[config.mk]
export PLATFORM = sky130hd
export DESIGN_NAME = btn_conditioner
export DESIGN_NICKNAME = d
export VERILOG_FILES = /design/src/rtl/btn_conditioner.sv
export SDC_FILE = /design/constraint.sdc
export NUM_CORES = 1
export LEC_CHECK = 0
export ABC_AREA = 0
export CAP_MARGIN = 10
export CORE_MARGIN = 8
export CORE_UTILIZATION = 40
export DETAILED_ROUTE_END_ITERATION = 7
export GPL_TIMING_DRIVEN = 0
export PLACE_DENSITY = 0.63
export SYNTH_ARGS = -nofsm -noshare
export SYNTH_HDL_FRONTEND = slang
export SYNTH_SLANG_ARGS = --single-unit
[constraint.sdc]
create_clock -name sys_clk -period 2.6 [get_ports sys_clk]
set_input_delay 0.39 -clock sys_clk [delete_from_list [all_inputs] [get_ports sys_clk]]
set_output_delay 0.39 -clock sys_clk [all_outputs]
set_load 0.02 [all_outputs]
[src/rtl/btn_conditioner.sv]
// btn_conditioner: per-channel sync + debounce with press, release and long-press pulses.
// Define BTN_REPEAT_EN to add the auto-repeat pulse train on rpt; otherwise rpt is tied low.
module btn_conditioner #(
  parameter int WIDTH = 4,
  parameter int N = 100000,
  parameter int LONG_N = 50000000,
  parameter int REPEAT_N = 10000000,
  parameter logic [WIDTH-1:0] INVERT = {WIDTH{1'b0}}
) (
  input  logic             sys_clk,
  input  logic             sys_rst_n,
  input  logic [WIDTH-1:0] org,
  output logic [WIDTH-1:0] level,
  output logic [WIDTH-1:0] rise,
  output logic [WIDTH-1:0] fall,
  output logic [WIDTH-1:0] long,
  output logic [WIDTH-1:0] rpt
);
  localparam int DW = $clog2(N);
  localparam int HW = $clog2(LONG_N + 1);
  logic [WIDTH-1:0] sync0_q, sync1_q;
  always_ff @(posedge sys_clk or negedge sys_rst_n)
    if (!sys_rst_n) begin
      sync0_q <= '0;
      sync1_q <= '0;
    end else begin
      sync0_q <= org ^ INVERT;
      sync1_q <= sync0_q;
    end
  for (genvar i = 0; i < WIDTH; i++) begin : g_ch
    logic [DW-1:0] dcnt_q, dcnt_d;
    logic [HW-1:0] hcnt_q, hcnt_d;
    logic lvl_q, lvl_d, rise_q, fall_q, long_q, diff, done;
    always_comb begin
      diff = sync1_q[i] ^ lvl_q;
      done = diff && (dcnt_q == DW'(N - 1));
      dcnt_d = (diff && !done) ? dcnt_q + 1'b1 : '0;
      lvl_d = done ? sync1_q[i] : lvl_q;
      hcnt_d = !lvl_q ? '0 : (hcnt_q == HW'(LONG_N)) ? hcnt_q : hcnt_q + 1'b1;
    end
    always_ff @(posedge sys_clk or negedge sys_rst_n)
      if (!sys_rst_n) begin
        dcnt_q <= '0;
        hcnt_q <= '0;
        lvl_q  <= 1'b0;
        rise_q <= 1'b0;
        fall_q <= 1'b0;
        long_q <= 1'b0;
      end else begin
        dcnt_q <= dcnt_d;
        hcnt_q <= hcnt_d;
        lvl_q  <= lvl_d;
        rise_q <= lvl_d & ~lvl_q;
        fall_q <= ~lvl_d & lvl_q;
        long_q <= lvl_q && (hcnt_q == HW'(LONG_N - 1));
      end
    assign level[i] = lvl_q;
    assign rise[i]  = rise_q;
    assign fall[i]  = fall_q;
    assign long[i]  = long_q;
`ifdef BTN_REPEAT_EN
    localparam int RW = $clog2(REPEAT_N);
    logic [RW-1:0] rcnt_q, rcnt_d;
    logic rpt_q, rep_on;
    // Repeat phase runs only once the hold counter has saturated and stops the cycle level drops.
    always_comb begin
      rep_on = lvl_d && lvl_q && (hcnt_q == HW'(LONG_N));
      rcnt_d = (!rep_on || rcnt_q == RW'(REPEAT_N - 1)) ? '0 : rcnt_q + 1'b1;
    end
    always_ff @(posedge sys_clk or negedge sys_rst_n)
      if (!sys_rst_n) begin
        rcnt_q <= '0;
        rpt_q  <= 1'b0;
      end else begin
        rcnt_q <= rcnt_d;
        rpt_q  <= rep_on && (rcnt_q == RW'(REPEAT_N - 1));
      end
    assign rpt[i] = rpt_q;
`else
    assign rpt[i] = 1'b0;
`endif
  end
endmodule

==> summary.txt <==
Synth
  • Main synth FF type: dfrtp_1
  • Seq/Total Area, Yosys: 48.88%
  • FF+latch count, synth: 196
  • Synth unique cells: 46
  • Cells after synthesis: 1036
  • Syn. warnings: 0
  • Yosys top cell by area: dfrtp_1
  • Top post-synthesis cells by area: dfrtp_1 49%, xor2_1 5.2%, nand4_1 3.8%
  • Fraction of registers with async set/reset: 100.0%
  • Post-Syn Area: 10030 sq um
  • Count of flip-flops with a built-in enable after synthesis: 0
  • Synthesized area per cell: 9.685 sq um
  • Synth top area share: 48.88%

Global routing
  • Vias in the first global route: 7577
  • Largest net degree at the start of global routing: 106
  • First-pass GRT wire length: 35760 microns
  • Grt ovf: 0
  • GRT Total Usage: 13.71%
  • Initial antenna violation count: 0

Routing
  • Post-route ant nets: 0
  • Remaining DRCs: 0
  • Iter 0 DRT Violations: 474
  • Wire per inst: 14.12 microns
  • Post-Route WL: 20090 microns
  • Routed vias/inst: 5.429
  • DR vias: 7726
  • First-pass detailed-route iteration total: 4

Critical path
  • Critical Path RT: 2.90 ns
  • WP data arrival: 2.54 ns
  • Reg2reg end: g_ch[0].dcnt_q[11]$_DFF_PN0_
  • Critical Path Start Type: register
  • Worst r2r path cells: 7
  • R2r setup slk: 0.36 ns
  • Crit. End Element: register
  • Crit Path Max Fanout: 10
  • FF-to-FF Start: g_ch[0].dcnt_q[0]$_DFF_PN0_
  • Critical path origin: g_ch[0].dcnt_q[0]$_DFF_PN0_
  • Crit Path Class: register to register
  • Worst Setup EP: g_ch[0].dcnt_q[11]$_DFF_PN0_

Floorplanning
  • DIE AREA: 30410 sq um
  • I/O Pins: 26
  • Core area: 24890 sq um
  • Initial Util: 40.31%
  • Die Y: 174.4 microns
  • Die X: 174.4 microns
  • Rows: 58

CTS
  • Clock sink total: 196
  • Post-CTS sizing: 0
  • TritonCTS buffer count: 17
  • Worst-skew pair later-pin latency: 0.43 ns
  • Clk buf depth: 2
  • CTS H-tree depth: 4
  • Postcts setup bufs: 0
  • Hold-fix buffers, CTS: 0
  • Clock slew at reported path FFs: 0.07 ns
  • CTS root buffer: clkbuf_16
  • CTS tree: yes

STA
  • Clock skew: 0.01070 ns
  • Setup TNS: 0 ns
  • Slew Limit Fails: 0
  • Minimum hold slack: -0.01619 ns
  • Slew margin rel.: 53.74%
  • RSZ-0062 raised after global routing: false
  • Endpoints failing setup: 0
  • Final Hold Vio Count: 31
  • Final period utilization: 86.18%
  • Max Clock Freq: 446.3 MHz
  • Tmin final: 2.241 ns
  • Worst slew pin tran: 0.6875 ns

Power
  • Int Pwr: 4.554 mW
  • Clock Power Share: 45.5%
  • Share of total power in combinational logic: 2.2%
  • Maximum vdd drop: 304.7 uV
  • Seq pwr share: 52.4%
  • P_sw: 1.345 mW
  • Pwr dens: 522.2 nW/um^2
  • Total power: 5.900 mW
  • Leak: 4.320 nW
  • Net Sw Frac: 22.80%

Run
  • Max Cap Violations: 0

Layout
  • Post-route cell area: 11300 sq um
  • Area growth from synthesis to layout: 12.61%
  • Final Util: 45.39%
  • Commonest non-fill, non-tap cell in the layout: dfrtp_1
  • Commonest cells after routing, fill and taps aside: 196 x dfrtp_1, 99 x nor2_1, 72 x nand2_1
  • Layout cell share with drive strength beyond 1: 6.221%
  • Fin nets: 1102
  • N_diodes: 0

Worst hold path
  • Worst Hold Class: input pin to asynchronous set/reset pin

Place
  • Final GP Congestion: 0.7910
  • Port Buf Inserts: 21
  • DPL Wire Length: 13560 microns
  • Placement Cell Area: 10700 sq um

Status
  • Status: finished, violations left
  • Failing checks: negative hold slack
-- worst max-delay path, cell delays in order, from the launching register on --
cell	delay (ns)
dfrtp_1	0.40
ha_1	0.23
and4_1	0.20
clkbuf_1	0.27
nand2_1	0.11
o21ai_1	0.39
clkbuf_1	0.42
nor2_1	0.10
-- area by class of cell --
class	instances	area (sq um)
Sequential cell	196	4905
Buffer	55	291.5
Timing Repair Buffer	22	242.7
Clock inverter	14	168.9
Fill cell	2344	13590
Tap cell	330	412.9
Multi-Input combinational cell	761	4747
Clock buffer	18	429.2
Inverter	27	101.3
-- registers in the layout (all words and copies together), names as in the netlist --
| register | flops |
|---|---|
| g_ch.hcnt_q | 104 |
| g_ch.dcnt_q | 68 |
| g_ch.fall_q | 4 |
| g_ch.long_q | 4 |
| g_ch.lvl_q | 4 |
| g_ch.rise_q | 4 |
| sync0_q | 4 |
| sync1_q | 4 |
-- synthesized netlist by cell type (2+ instances only) --
| master | count |
|---|---|
| a21oi_1 | 62 |
| or2_2 | 5 |
| inv_1 | 25 |
| nor3_1 | 21 |
| nor3b_1 | 6 |
| nor4b_1 | 8 |
| nand3_1 | 57 |
| and4_1 | 30 |
| dfrtp_1 | 196 |
| mux2i_1 | 11 |
| clkbuf_1 | 30 |
| and2_1 | 14 |
| or3_1 | 28 |
| nand4_1 | 61 |
| nand3b_1 | 3 |
| nand2b_1 | 8 |
| xnor2_1 | 32 |
| nor4_1 | 19 |
| nand2_1 | 72 |
| a31oi_1 | 2 |
| clkinv_1 | 2 |
| nand4b_1 | 2 |
| and3_1 | 19 |
| buf_4 | 20 |
| nor4bb_1 | 4 |
| mux2_2 | 4 |
| buf_1 | 2 |
| o21a_1 | 2 |
| nor2_1 | 99 |
| nor2b_1 | 3 |
| o21ai_0 | 30 |
| buf_2 | 2 |
| o31ai_1 | 32 |
| or4_1 | 36 |
| o21ai_1 | 4 |
| ha_1 | 16 |
| xor2_1 | 60 |
-- stage by stage --
stage | worst slack (ns) | std cells
final | 0.3593 | 1423
after global routing | 0.03344 | 1423
after CTS | 0.3256 | 1423
after detailed placement | 0.3412 | 1391
after global placement | -7.336 | 1390
after floorplan | 0.6743 | 1039
-- layer usage --
metal	track usage, %	wire length (microns)	vias to the layer above	share of wire, %
li1	-	-	3833	-
met1	18.66	10120	3777	50
met2	21.92	9177	105	46
met3	2.777	617	11	3.1
met4	3.598	175	0	0.87
met5	0	0	-	0
-- cell families after synthesis --
| logic type | after synthesis | share of synthesized area [%] |
|---|---|---|
| AND/OR/NAND/NOR | 500 | 27.97 |
| flip-flops | 196 | 48.88 |
| AO/OA/AOI/OAI | 134 | 7.619 |
| XOR/XNOR | 92 | 8.031 |
| buffers and inverters | 82 | 3.916 |
| adder cells (fa/ha/maj) | 16 | 1.995 |
| multiplexers | 15 | 1.546 |
| other | 1 | 0.03738 |
-- how the worst min path moves through the flow --
stage / startpoint / to / depth (start not counted)
2_1_floorplan: sys_rst_n / g_ch[0].dcnt_q[0]$_DFF_PN0_ / 0
3_3_place_gp: sync0_q[1]$_DFF_PN0_ / sync1_q[1]$_DFF_PN0_ / 0
3_5_place_dp: sync0_q[2]$_DFF_PN0_ / sync1_q[2]$_DFF_PN0_ / 0
4_1_cts: sys_rst_n / g_ch[2].hcnt_q[1]$_DFFE_PN0P_ / 1
5_1_grt: sys_rst_n / g_ch[2].hcnt_q[1]$_DFFE_PN0P_ / 1
6_report: sys_rst_n / g_ch[2].hcnt_q[1]$_DFFE_PN0P_ / 1
-- power by group through the flow --
stage | clock [mW] | sequential (mW) | combinational, mW
after floorplan | 0 | 3.14 | 0.0476
after global placement | 0 | 3.15 | 0.129
after detailed placement | 0 | 3.15 | 0.135
after CTS | 2.76 | 3.09 | 0.137
after global routing | 2.87 | 3.09 | 0.154
final | 2.68 | 3.09 | 0.129
No activity file was read; power rests on OpenSTA's default activity.
